[src/rtl/bus_arb_pkg.sv]
// -----------------------------------------------------------------------------
// bus_arb_pkg
// Shared definitions for the parametrised serial-bus arbiter:
//   arb_state_t - arbiter FSM states
//   ARB_FIXED   - fixed-priority arbitration (lowest index wins)
//   ARB_RR      - round-robin arbitration
//   sel_width() - index width for n items (never below 1 bit)
// -----------------------------------------------------------------------------
package bus_arb_pkg;

    typedef enum logic [2:0] {
        ST_IDLE      = 3'd0,
        ST_GRANT     = 3'd1,
        ST_ADDR      = 3'd2,
        ST_DECODE    = 3'd3,
        ST_CONNECTED = 3'd4,
        ST_SPLIT     = 3'd5,
        ST_CLEAN     = 3'd6
    } arb_state_t;

    localparam int ARB_FIXED = 0;
    localparam int ARB_RR    = 1;

    // A one-item index still needs a 1-bit vector to stay a legal type.
    function automatic int sel_width(input int n);
        return (n <= 1) ? 1 : $clog2(n);
    endfunction

endpackage

[src/rtl/rr_picker.sv]
// -----------------------------------------------------------------------------
// rr_picker
// Purely combinational request picker.
//   MODE = ARB_FIXED : lowest set request wins, ptr is ignored.
//   MODE = ARB_RR    : search starts at ptr+1 and wraps around.
// Ports:
//   req - request vector (N bits)
//   ptr - last winner (round-robin pointer, held by the parent)
//   gnt - one-hot winner, all zero when no request
//   idx - binary index of the winner, zero when no request
// -----------------------------------------------------------------------------
module rr_picker
    import bus_arb_pkg::*;
#(
    parameter int N    = 2,
    parameter int MODE = ARB_FIXED,
    localparam int IW  = sel_width(N)
) (
    input  logic [N-1:0]  req,
    input  logic [IW-1:0] ptr,
    output logic [N-1:0]  gnt,
    output logic [IW-1:0] idx
);

    logic found;
    int   pos;

    always_comb begin
        gnt   = '0;
        idx   = '0;
        found = 1'b0;
        pos   = 0;
        for (int k = 0; k < N; k++) begin
            pos = (MODE == ARB_RR) ? ((int'(ptr) + 1 + k) % N) : k;
            if (!found && req[IW'(pos)]) begin
                found           = 1'b1;
                gnt[IW'(pos)]   = 1'b1;
                idx             = IW'(pos);
            end
        end
    end

endmodule

[src/rtl/bus_arbiter_n.sv]
// -----------------------------------------------------------------------------
// bus_arbiter_n
// Arbiter between NUM_MASTERS serial-bus masters and NUM_SLAVES slaves (the
// highest slave is the bus bridge). The granted master shifts in an
// ADDR_BITS-long address MSB first; its top bits select the slave, after
// which the owner's handshake signals are routed to that slave only.
// Split transactions are remembered per master and resumed with priority
// once the holding slave releases its split line.
//
// Optional build macro ARB_TIMEOUT_EN: bounds the CONNECTED tenure to
// TIMEOUT_CYCLES cycles and adds the sticky timeout_flag output.
//
// Ports:
//   clk, rstn                 clock, asynchronous active-low reset
//   m_breq / m_bgrant         per-master request / one-hot grant
//   m_mode, m_wr_bus,
//   m_master_valid,
//   m_master_ready            master-side inputs from each master
//   m_rd_bus, m_slave_ready,
//   m_slave_valid, m_ack,
//   m_split                   master-side outputs to each master
//   s_mode, s_wr_bus,
//   s_master_valid,
//   s_master_ready            owner's signals copied to the selected slave
//   s_rd_bus, s_slave_ready,
//   s_slave_valid, s_split    slave responses
//   timeout_flag              sticky tenure timeout (ARB_TIMEOUT_EN only)
// -----------------------------------------------------------------------------
module bus_arbiter_n
    import bus_arb_pkg::*;
#(
    parameter int NUM_MASTERS    = 2,
    parameter int NUM_SLAVES     = 4,
    parameter int ADDR_BITS      = 12,
    parameter int ARB_MODE       = ARB_FIXED,
    parameter int TIMEOUT_CYCLES = 255
) (
    input  logic                   clk,
    input  logic                   rstn,
    input  logic [NUM_MASTERS-1:0] m_breq,
    output logic [NUM_MASTERS-1:0] m_bgrant,
    input  logic [NUM_MASTERS-1:0] m_mode,
    input  logic [NUM_MASTERS-1:0] m_wr_bus,
    output logic [NUM_MASTERS-1:0] m_rd_bus,
    input  logic [NUM_MASTERS-1:0] m_master_valid,
    output logic [NUM_MASTERS-1:0] m_slave_ready,
    input  logic [NUM_MASTERS-1:0] m_master_ready,
    output logic [NUM_MASTERS-1:0] m_slave_valid,
    output logic [NUM_MASTERS-1:0] m_ack,
    output logic [NUM_MASTERS-1:0] m_split,
    output logic [NUM_SLAVES-1:0]  s_mode,
    output logic [NUM_SLAVES-1:0]  s_wr_bus,
    output logic [NUM_SLAVES-1:0]  s_master_valid,
    output logic [NUM_SLAVES-1:0]  s_master_ready,
    input  logic [NUM_SLAVES-1:0]  s_rd_bus,
    input  logic [NUM_SLAVES-1:0]  s_slave_ready,
    input  logic [NUM_SLAVES-1:0]  s_slave_valid,
    input  logic [NUM_SLAVES-1:0]  s_split
`ifdef ARB_TIMEOUT_EN
    ,
    output logic                   timeout_flag
`endif
);

    localparam int OW = sel_width(NUM_MASTERS);
    localparam int SW = sel_width(NUM_SLAVES);
    localparam int CW = $clog2(ADDR_BITS + 1);
    localparam logic [SW:0] NS_W = (SW + 1)'(NUM_SLAVES);

    arb_state_t             state_q;
    logic [OW-1:0]          owner_q;
    logic [OW-1:0]          rr_ptr_q;
    logic [ADDR_BITS-1:0]   addr_q;
    logic [CW-1:0]          count_q;
    logic [SW-1:0]          sel_q;
    logic [NUM_MASTERS-1:0] split_pend_q;
    logic [SW-1:0]          split_slv_q [NUM_MASTERS];

    // ---------------------------------------------------------------------
    // Request selection
    // ---------------------------------------------------------------------
    logic [NUM_MASTERS-1:0] eligible;
    logic [NUM_MASTERS-1:0] req_gnt;
    logic [OW-1:0]          req_idx;
    logic                   req_any;
    logic [NUM_MASTERS-1:0] resume_req;
    logic [NUM_MASTERS-1:0] resume_gnt;
    logic [OW-1:0]          resume_idx;
    logic                   resume_any;

    genvar gi;
    generate
        for (gi = 0; gi < NUM_MASTERS; gi++) begin : g_resume
            // A parked split may resume once its slave drops s_split.
            assign resume_req[gi] = split_pend_q[gi] & ~s_split[split_slv_q[gi]];
        end
    endgenerate

    // Masters with a parked split must not re-enter through GRANT.
    assign eligible = m_breq & ~split_pend_q;

    rr_picker #(
        .N    (NUM_MASTERS),
        .MODE (ARB_MODE)
    ) u_req_pick (
        .req (eligible),
        .ptr (rr_ptr_q),
        .gnt (req_gnt),
        .idx (req_idx)
    );

    // Resumes are always taken lowest index first.
    rr_picker #(
        .N    (NUM_MASTERS),
        .MODE (ARB_FIXED)
    ) u_resume_pick (
        .req (resume_req),
        .ptr (rr_ptr_q),
        .gnt (resume_gnt),
        .idx (resume_idx)
    );

    assign req_any    = |req_gnt;
    assign resume_any = |resume_gnt;

    // ---------------------------------------------------------------------
    // Owner view and address decode
    // ---------------------------------------------------------------------
    logic          owner_breq;
    logic          owner_valid;
    logic          owner_wr;
    logic [SW-1:0] sel_d;
    logic          sel_ok;
    logic          timeout_hit;

    assign owner_breq  = m_breq[owner_q];
    assign owner_valid = m_master_valid[owner_q];
    assign owner_wr    = m_wr_bus[owner_q];
    assign sel_d       = addr_q[ADDR_BITS-1 -: SW];
    // Non-power-of-two slave counts leave unused codes that must NACK.
    assign sel_ok      = ({1'b0, sel_d} < NS_W);

`ifdef ARB_TIMEOUT_EN
    localparam int TW = $clog2(TIMEOUT_CYCLES + 1);
    logic [TW-1:0] tenure_q;
    logic          timeout_flag_q;
    assign timeout_hit  = (tenure_q == TW'(TIMEOUT_CYCLES - 1));
    assign timeout_flag = timeout_flag_q;
`else
    localparam int unused_timeout_cycles = TIMEOUT_CYCLES;
    assign timeout_hit = 1'b0;
`endif

    // ---------------------------------------------------------------------
    // Arbiter FSM
    // ---------------------------------------------------------------------
    always_ff @(posedge clk or negedge rstn) begin
        if (!rstn) begin
            state_q      <= ST_IDLE;
            owner_q      <= '0;
            rr_ptr_q     <= '0;
            addr_q       <= '0;
            count_q      <= '0;
            sel_q        <= '0;
            split_pend_q <= '0;
            for (int i = 0; i < NUM_MASTERS; i++) begin
                split_slv_q[i] <= '0;
            end
`ifdef ARB_TIMEOUT_EN
            tenure_q       <= '0;
            timeout_flag_q <= 1'b0;
`endif
        end else begin
`ifdef ARB_TIMEOUT_EN
            tenure_q <= '0;
`endif
            case (state_q)
                ST_IDLE: begin
                    if (resume_any) begin
                        owner_q                  <= resume_idx;
                        sel_q                    <= split_slv_q[resume_idx];
                        split_pend_q[resume_idx] <= 1'b0;
                        state_q                  <= ST_CONNECTED;
                    end else if (req_any) begin
                        owner_q <= req_idx;
                        state_q <= ST_GRANT;
                    end
                end
                ST_GRANT: begin
                    if (!owner_breq) begin
                        state_q <= ST_IDLE;
                    end else if (owner_valid) begin
                        state_q <= ST_ADDR;
                    end
                end
                ST_ADDR: begin
                    if (!owner_breq) begin
                        state_q <= ST_CLEAN;
                    end else if (owner_valid) begin
                        addr_q  <= {addr_q[ADDR_BITS-2:0], owner_wr};
                        count_q <= count_q + CW'(1);
                        if (count_q == CW'(ADDR_BITS - 1)) begin
                            state_q <= ST_DECODE;
                        end
                    end
                end
                ST_DECODE: begin
                    count_q <= '0;
                    sel_q   <= sel_d;
                    state_q <= sel_ok ? ST_CONNECTED : ST_CLEAN;
                end
                ST_CONNECTED: begin
`ifdef ARB_TIMEOUT_EN
                    tenure_q <= tenure_q + TW'(1);
`endif
                    // A dropped request wins over a split raised in the same cycle.
                    if (!owner_breq) begin
                        state_q <= ST_CLEAN;
                    end else if (timeout_hit) begin
                        state_q <= ST_CLEAN;
`ifdef ARB_TIMEOUT_EN
                        timeout_flag_q <= 1'b1;
`endif
                    end else if (s_split[sel_q]) begin
                        state_q <= ST_SPLIT;
                    end
                end
                ST_SPLIT: begin
                    split_pend_q[owner_q] <= 1'b1;
                    split_slv_q[owner_q]  <= sel_q;
                    addr_q                <= '0;
                    count_q               <= '0;
                    state_q               <= ST_IDLE;
                end
                ST_CLEAN: begin
                    addr_q   <= '0;
                    count_q  <= '0;
                    rr_ptr_q <= owner_q;
                    state_q  <= ST_IDLE;
                end
                default: begin
                    state_q <= ST_IDLE;
                end
            endcase
        end
    end

    // ---------------------------------------------------------------------
    // Signal routing: only the owner and the decoded slave see non-zero values
    // ---------------------------------------------------------------------
    logic grant_st;
    logic addr_st;
    logic conn_st;

    assign grant_st = (state_q == ST_GRANT) || (state_q == ST_ADDR) ||
                      (state_q == ST_DECODE) || (state_q == ST_CONNECTED);
    assign addr_st  = (state_q == ST_ADDR);
    assign conn_st  = (state_q == ST_CONNECTED);

    generate
        for (gi = 0; gi < NUM_MASTERS; gi++) begin : g_master
            logic own;
            assign own                = (owner_q == OW'(gi));
            assign m_bgrant[gi]       = own & grant_st;
            assign m_ack[gi]          = own & conn_st;
            // During ADDR the arbiter itself is the ready party.
            assign m_slave_ready[gi]  = own & (addr_st | (conn_st & s_slave_ready[sel_q]));
            assign m_rd_bus[gi]       = own & conn_st & s_rd_bus[sel_q];
            assign m_slave_valid[gi]  = own & conn_st & s_slave_valid[sel_q];
            assign m_split[gi]        = split_pend_q[gi] & s_split[split_slv_q[gi]];
        end

        for (gi = 0; gi < NUM_SLAVES; gi++) begin : g_slave
            logic hit;
            assign hit                = conn_st & (sel_q == SW'(gi));
            assign s_mode[gi]         = hit & m_mode[owner_q];
            assign s_wr_bus[gi]       = hit & m_wr_bus[owner_q];
            assign s_master_valid[gi] = hit & m_master_valid[owner_q];
            assign s_master_ready[gi] = hit & m_master_ready[owner_q];
        end
    endgenerate

endmodule

[config.mk]
export PLATFORM = sky130hd
export DESIGN_NAME = bus_arbiter_n
export DESIGN_NICKNAME = d
export VERILOG_FILES = /design/src/rtl/bus_arb_pkg.sv /design/src/rtl/rr_picker.sv /design/src/rtl/bus_arbiter_n.sv
export SDC_FILE = /design/constraint.sdc
export NUM_CORES = 1
export LEC_CHECK = 0
export BUFFER_PORTS_ARGS = -buffer_cell sky130_fd_sc_hd__buf_4
export CAP_MARGIN = 20
export CORE_MARGIN = 2
export CORE_UTILIZATION = 50
export CTS_CLUSTER_SIZE = 10
export DETAILED_ROUTE_END_ITERATION = 8
export GPL_TIMING_DRIVEN = 0
export PLACE_DENSITY = 0.81
export SYNTH_ARGS = -nofsm -noshare
export SYNTH_HDL_FRONTEND = slang
export SYNTH_SLANG_ARGS = --single-unit
[constraint.sdc]
create_clock -name clk -period 3.6 [get_ports clk]
set_input_delay 0.72 -clock clk [delete_from_list [all_inputs] [get_ports clk]]
set_output_delay 0.72 -clock clk [all_outputs]
set_load 0.005 [all_outputs]
* Word-level counts from Yosys, hierarchy flattened *
Index checks and enable logic that the tools add are counted.

storage, ports and cells
  bits of input ports = 28
  output and inout bits = 28
  flip-flop bits (word level) = 28

operators by class
  reduce and logical (&&, ||, !) cells = 21
  eq/ne operators = 18
  magnitude comparators = 7
  muxes and demuxes = 51
  $add $sub $neg = 1
  bitwise logic cells = 42

operators with widths
  kind                 number
  $and 1x1->1          35
  $mux 3               9
  $mux 12              2
  $pmux 12 s2          1
  $mux 1               22
  $pmux 3 s5           1
  $bmux 1 s2           6
  $reduce_bool 2->1    5
  $eq 3x3->1 const B   3
  $lt 2x3->1 const B   3
  $ne 3x3->1 const B   3
  $mux 4               2
  $pmux 2 s2           2
  $pmux 4 s2           1
  $reduce_and 2->1     4
  $eq 3x2->1 const B   2
  $ne 2x2->1 const B   3
  $ne 3x2->1 const B   2
  $reduce_and 3->1     2
  $reduce_and 5->1     1
  $add 4x1->4 const B  1
  $bwmux 4             1
  $eq 2x2->1 const B   2
  $eq 4x4->1 const B   1
  other kinds (19)     26

* Logic depth before layout (Yosys ltp) *
  depth after elaboration = 7
  mapped depth = 6
  mapped depth without buffers = 5

* By module *
From an unflattened synthesis, not the netlist that was laid out.

second synthesis, totals
  cell total of the unflattened synthesis = 198
  area total of the unflattened synthesis = 1899.3 sq um

modules (own cells, without submodules)
  module         cells each  area an instance (sq um)  seq. area each (sq um)  times used
  bus_arbiter_n  190         1846.8                    725.7                   1
  rr_picker      4           26.3                      0.0                     2

* Least setup slack after synthesis *
No wires, ideal clock.

  kind = input to output
  from = input port s_split[3]
  to = output port m_split[0]
  slack = 1.461 ns
  path buffers = 0
  data arrival time = 1.419 ns
  stages = 2
  cell sequence = mux4_2 and2_2

between the ends
  longest elaborated chain between the ends = 3

RTL lines
  what                          line                  source
  start: declaration            bus_arbiter_n.sv:58   input logic [NUM_SLAVES-1:0] s_split
  $bmux 1 s2                    bus_arbiter_n.sv:270  assign m_split[gi] = split_pend_q[gi] & s_split[split_slv_q[gi]];
  $mux 1 (implied by the code)  bus_arbiter_n.sv:270
  $and 1x1->1                   bus_arbiter_n.sv:270
  end: declaration              bus_arbiter_n.sv:50   output logic [NUM_MASTERS-1:0] m_split,

Every way passes these cells. The select of a mux whose other input is x is not followed.

* Final worst setup path *
  from = register state_q[0]
  to = output port s_mode[3]

between the ends
  longest elaborated chain between the ends = 3

RTL lines
  what                      line                  source
  start: declaration        bus_arbiter_n.sv:70   arb_state_t state_q;
  start signal: assignment  bus_arbiter_n.sv:210  state_q <= sel_ok ? ST_CONNECTED : ST_CLEAN;
  $eq 3x3->1                bus_arbiter_n.sv:258  assign conn_st = (state_q == ST_CONNECTED);
  net conn_st               bus_arbiter_n.sv:253  logic conn_st;
  $and 1x1->1               bus_arbiter_n.sv:275  assign hit = conn_st & (sel_q == SW'(gi));
  $and 1x1->1               bus_arbiter_n.sv:276  assign s_mode[gi] = hit & m_mode[owner_q];
  end: declaration          bus_arbiter_n.sv:51   output logic [NUM_SLAVES-1:0] s_mode,

The timed path passes the listed nets, and every way through them passes these cells.

==> impl_metrics.ini <==
[job]
drv_cap = 0

[run_status]
status = completed

[synth]
synth-edff-count = 0
ys_async_sr_fraction_pct = 100
synthFlopType = dfrtp_1
yosysTopAreaCell = dfrtp_1
synth_top_area_share_pct = 38.9
synth_area_leaders = dfrtp_1 39%, nand2_1 8.3%, and2_1 6.9%
syn-instance-count = 177
synth_cell_types = 41
yosysSeqAreaShare_pct = 38.9
ys_ff_latch = 24
postSynthAreaPerCell_um2 = 8.72
netlist_area_um2 = 1540
yosys_warnings = 0

[cells_and_area]
final_area_um2 = 1980
layout-drive-gt1-share_pct = 29.7
final_common_cell = buf_4
layout_common_cells = 51 x buf_4, 34 x nand2_1, 24 x dfrtp_1
nNetsFinal = 259
fill_cells = 262
multiInputGateArea_um2 = 852
area_growth_pct = 28.2
seqCellArea_um2 = 601
diodes = 0

[worst_setup_path]
endpoint_kind = primary output
arrival_ns = 2.24
slowest_delay_ns = 0.47
path_class = register to primary output
cp_slowest_cell = dfrtp_1
cp.buffers_inverters = 4
path_cells = clkbuf_1 -> inv_1 -> nand2_1 -> inv_1 -> and3_1 -> and2_1 -> buf_4
cp_common_cell = inv_1
path_max_fanout = 10
crit_required_ns = 2.88
startpoint_type = register
cp_top_family = buffers and inverters

[power]
power.density_nw_per_um2 = 622
ir_worst_vdd_uv = 365
leakage_uw = 0.000974

[detailed_routing]
drc = 0
routed_wl_um = 3490
vias = 1405
drt_iter0_markers = 88
wl_per_cell_um = 13.3
vias_per_cell = 5.36
drtAntennaViolNets = 0
first_pass_iters = 4

[sta]
finalMaxSlewViolations = 0
setup_viol = 0
relSlewSlack_pct = 64.6
fmax_mhz = 338
tns_ns = 0
period_share_pct = 82.3
fin_crit_ns = 2.96
finalHoldViolations = 0
finClkSkew_ns = 0.00330
worst_pin_slew_ns = 0.525
grt_setup_unrepaired = false

[global_route]
antenna_found_initial = 0
grt_overflow_total = 0
grt_max_degree = 25
grt_pass1_wl_um = 5930
grt_use_total_pct = 22.1
grt_pass1_vias = 1278

[placed_design]
numPortBuffers = 43
gp_congestion = 0.816
dpl.hpwl_um = 2610
placement.cell_area_um2 = 1930

[cts]
htreeDepth = 1
cts_tree = yes
cts_hold_buf = 0
clkLatencyLatePin_ns = 0.32
cts_buffers = 3
clockBufferDepth = 2
path_clk_slew_ns = 0.13
ctsResizeCount = 0
cts-root-buf = clkbuf_4
postCtsSetupRepairBufs = 0
clock_sinks = 24

[floorplan]
core_um2 = 3000
pin_count = 56
fp.dieH_um = 59.5
start_util_pct = 51.4
die_width_um = 59.5
rows = 20
die_area_um2 = 3550

[min_path]
hp-class = input pin to asynchronous set/reset pin
## synthesized netlist by cell type (all sizes together), types with 2 or more instances
master and instances:
a21o 2, a21oi 20, and2 18, and3 3, buf 11, clkbuf 6
dfrtp 24, inv 3, mux2 2, mux2i 5, mux4 4, nand2 34
nand2b 2, nand3 2, nor2 5, nor3 4, nor3b 4, nor4 2
o21ai 6
## final cells by class
type                       instances  share of cell area (%)
clock inverter                     1                    1.52
inverter                           3                   0.569
buffer                            17                    4.93
sequential                        24                    30.4
multi-input combinational        138                    43.1
tap                               33                    2.09
clock buffer                       3                    1.14
timing repair buffer              43                    16.3
## power breakdown
group	total, uW	internal, uW	switching, uW
sequential	379	326	53.3
clock	198	113	85.6
combinational	654	322	332
total	1230	760	470
## routing by layer
| layer | routed length [um] | track usage (%) | vias to the layer above |
|---|---|---|---|
| li1 | - | - | 704 |
| met1 | 1660 | 31.7 | 677 |
| met2 | 1680 | 34.5 | 19 |
| met3 | 115 | 4.80 | 5 |
| met4 | 35 | 4.76 | 0 |
| met5 | 0 | 0 | - |
## cells by family after synthesis
kind of cell | Yosys count | synth area share, %
buf+inv | 20 | 7.06
xor+xnor | 2 | 1.14
simple gates | 83 | 28.5
mux | 11 | 10.5
fa+ha+maj | 1 | 0.811
flops | 24 | 38.9
compound gates | 35 | 12.8
other cells | 1 | 0.243
## per-stage QoR
step / power [uW] / worst slack, ns / std cells / util (%) / hold slack [ns]
after floorplan: 818 / 1.46 / 182 / - / 0.424
after global placement: 1020 / 1.05 / 258 / 64.1 / 0.505
after detailed placement: 1030 / 1.02 / 258 / 64.1 / 0.516
after CTS: 1230 / 0.638 / 262 / 65.9 / 0.270
after global routing: 1320 / 0.444 / 262 / 65.9 / 0.266
final: 1230 / 0.638 / 262 / 65.9 / 0.262
## flip-flops by register name, indices dropped and copies added, names as in the netlist
signal / count
addr_q: 12
count_q: 4
state_q: 3
sel_q: 2
split_slv_q: 2
split_pend_q: 1
## worst paths after layout
kind	startpoint	to	slack (ns)	cells past startpoint
worst max-delay path	state_q[0]$_DFFE_PN0P_	s_mode[3]	0.64	7
worst min-delay path	rstn	addr_q[4]$_DFFE_PN0P_	0.26	1
worst max register to register	split_slv_q[2]$_DFFE_PN0P_	sel_q[0]$_DFFE_PN0P_	1.71	4
worst min register to register	addr_q[2]$_DFFE_PN0P_	addr_q[3]$_DFFE_PN0P_	0.53	2
max in group asynchronous	rstn	addr_q[1]$_DFFE_PN0P_	3.09	1
min in group clk	addr_q[2]$_DFFE_PN0P_	addr_q[3]$_DFFE_PN0P_	0.53	2
Power figures use the tool's default switching activity.
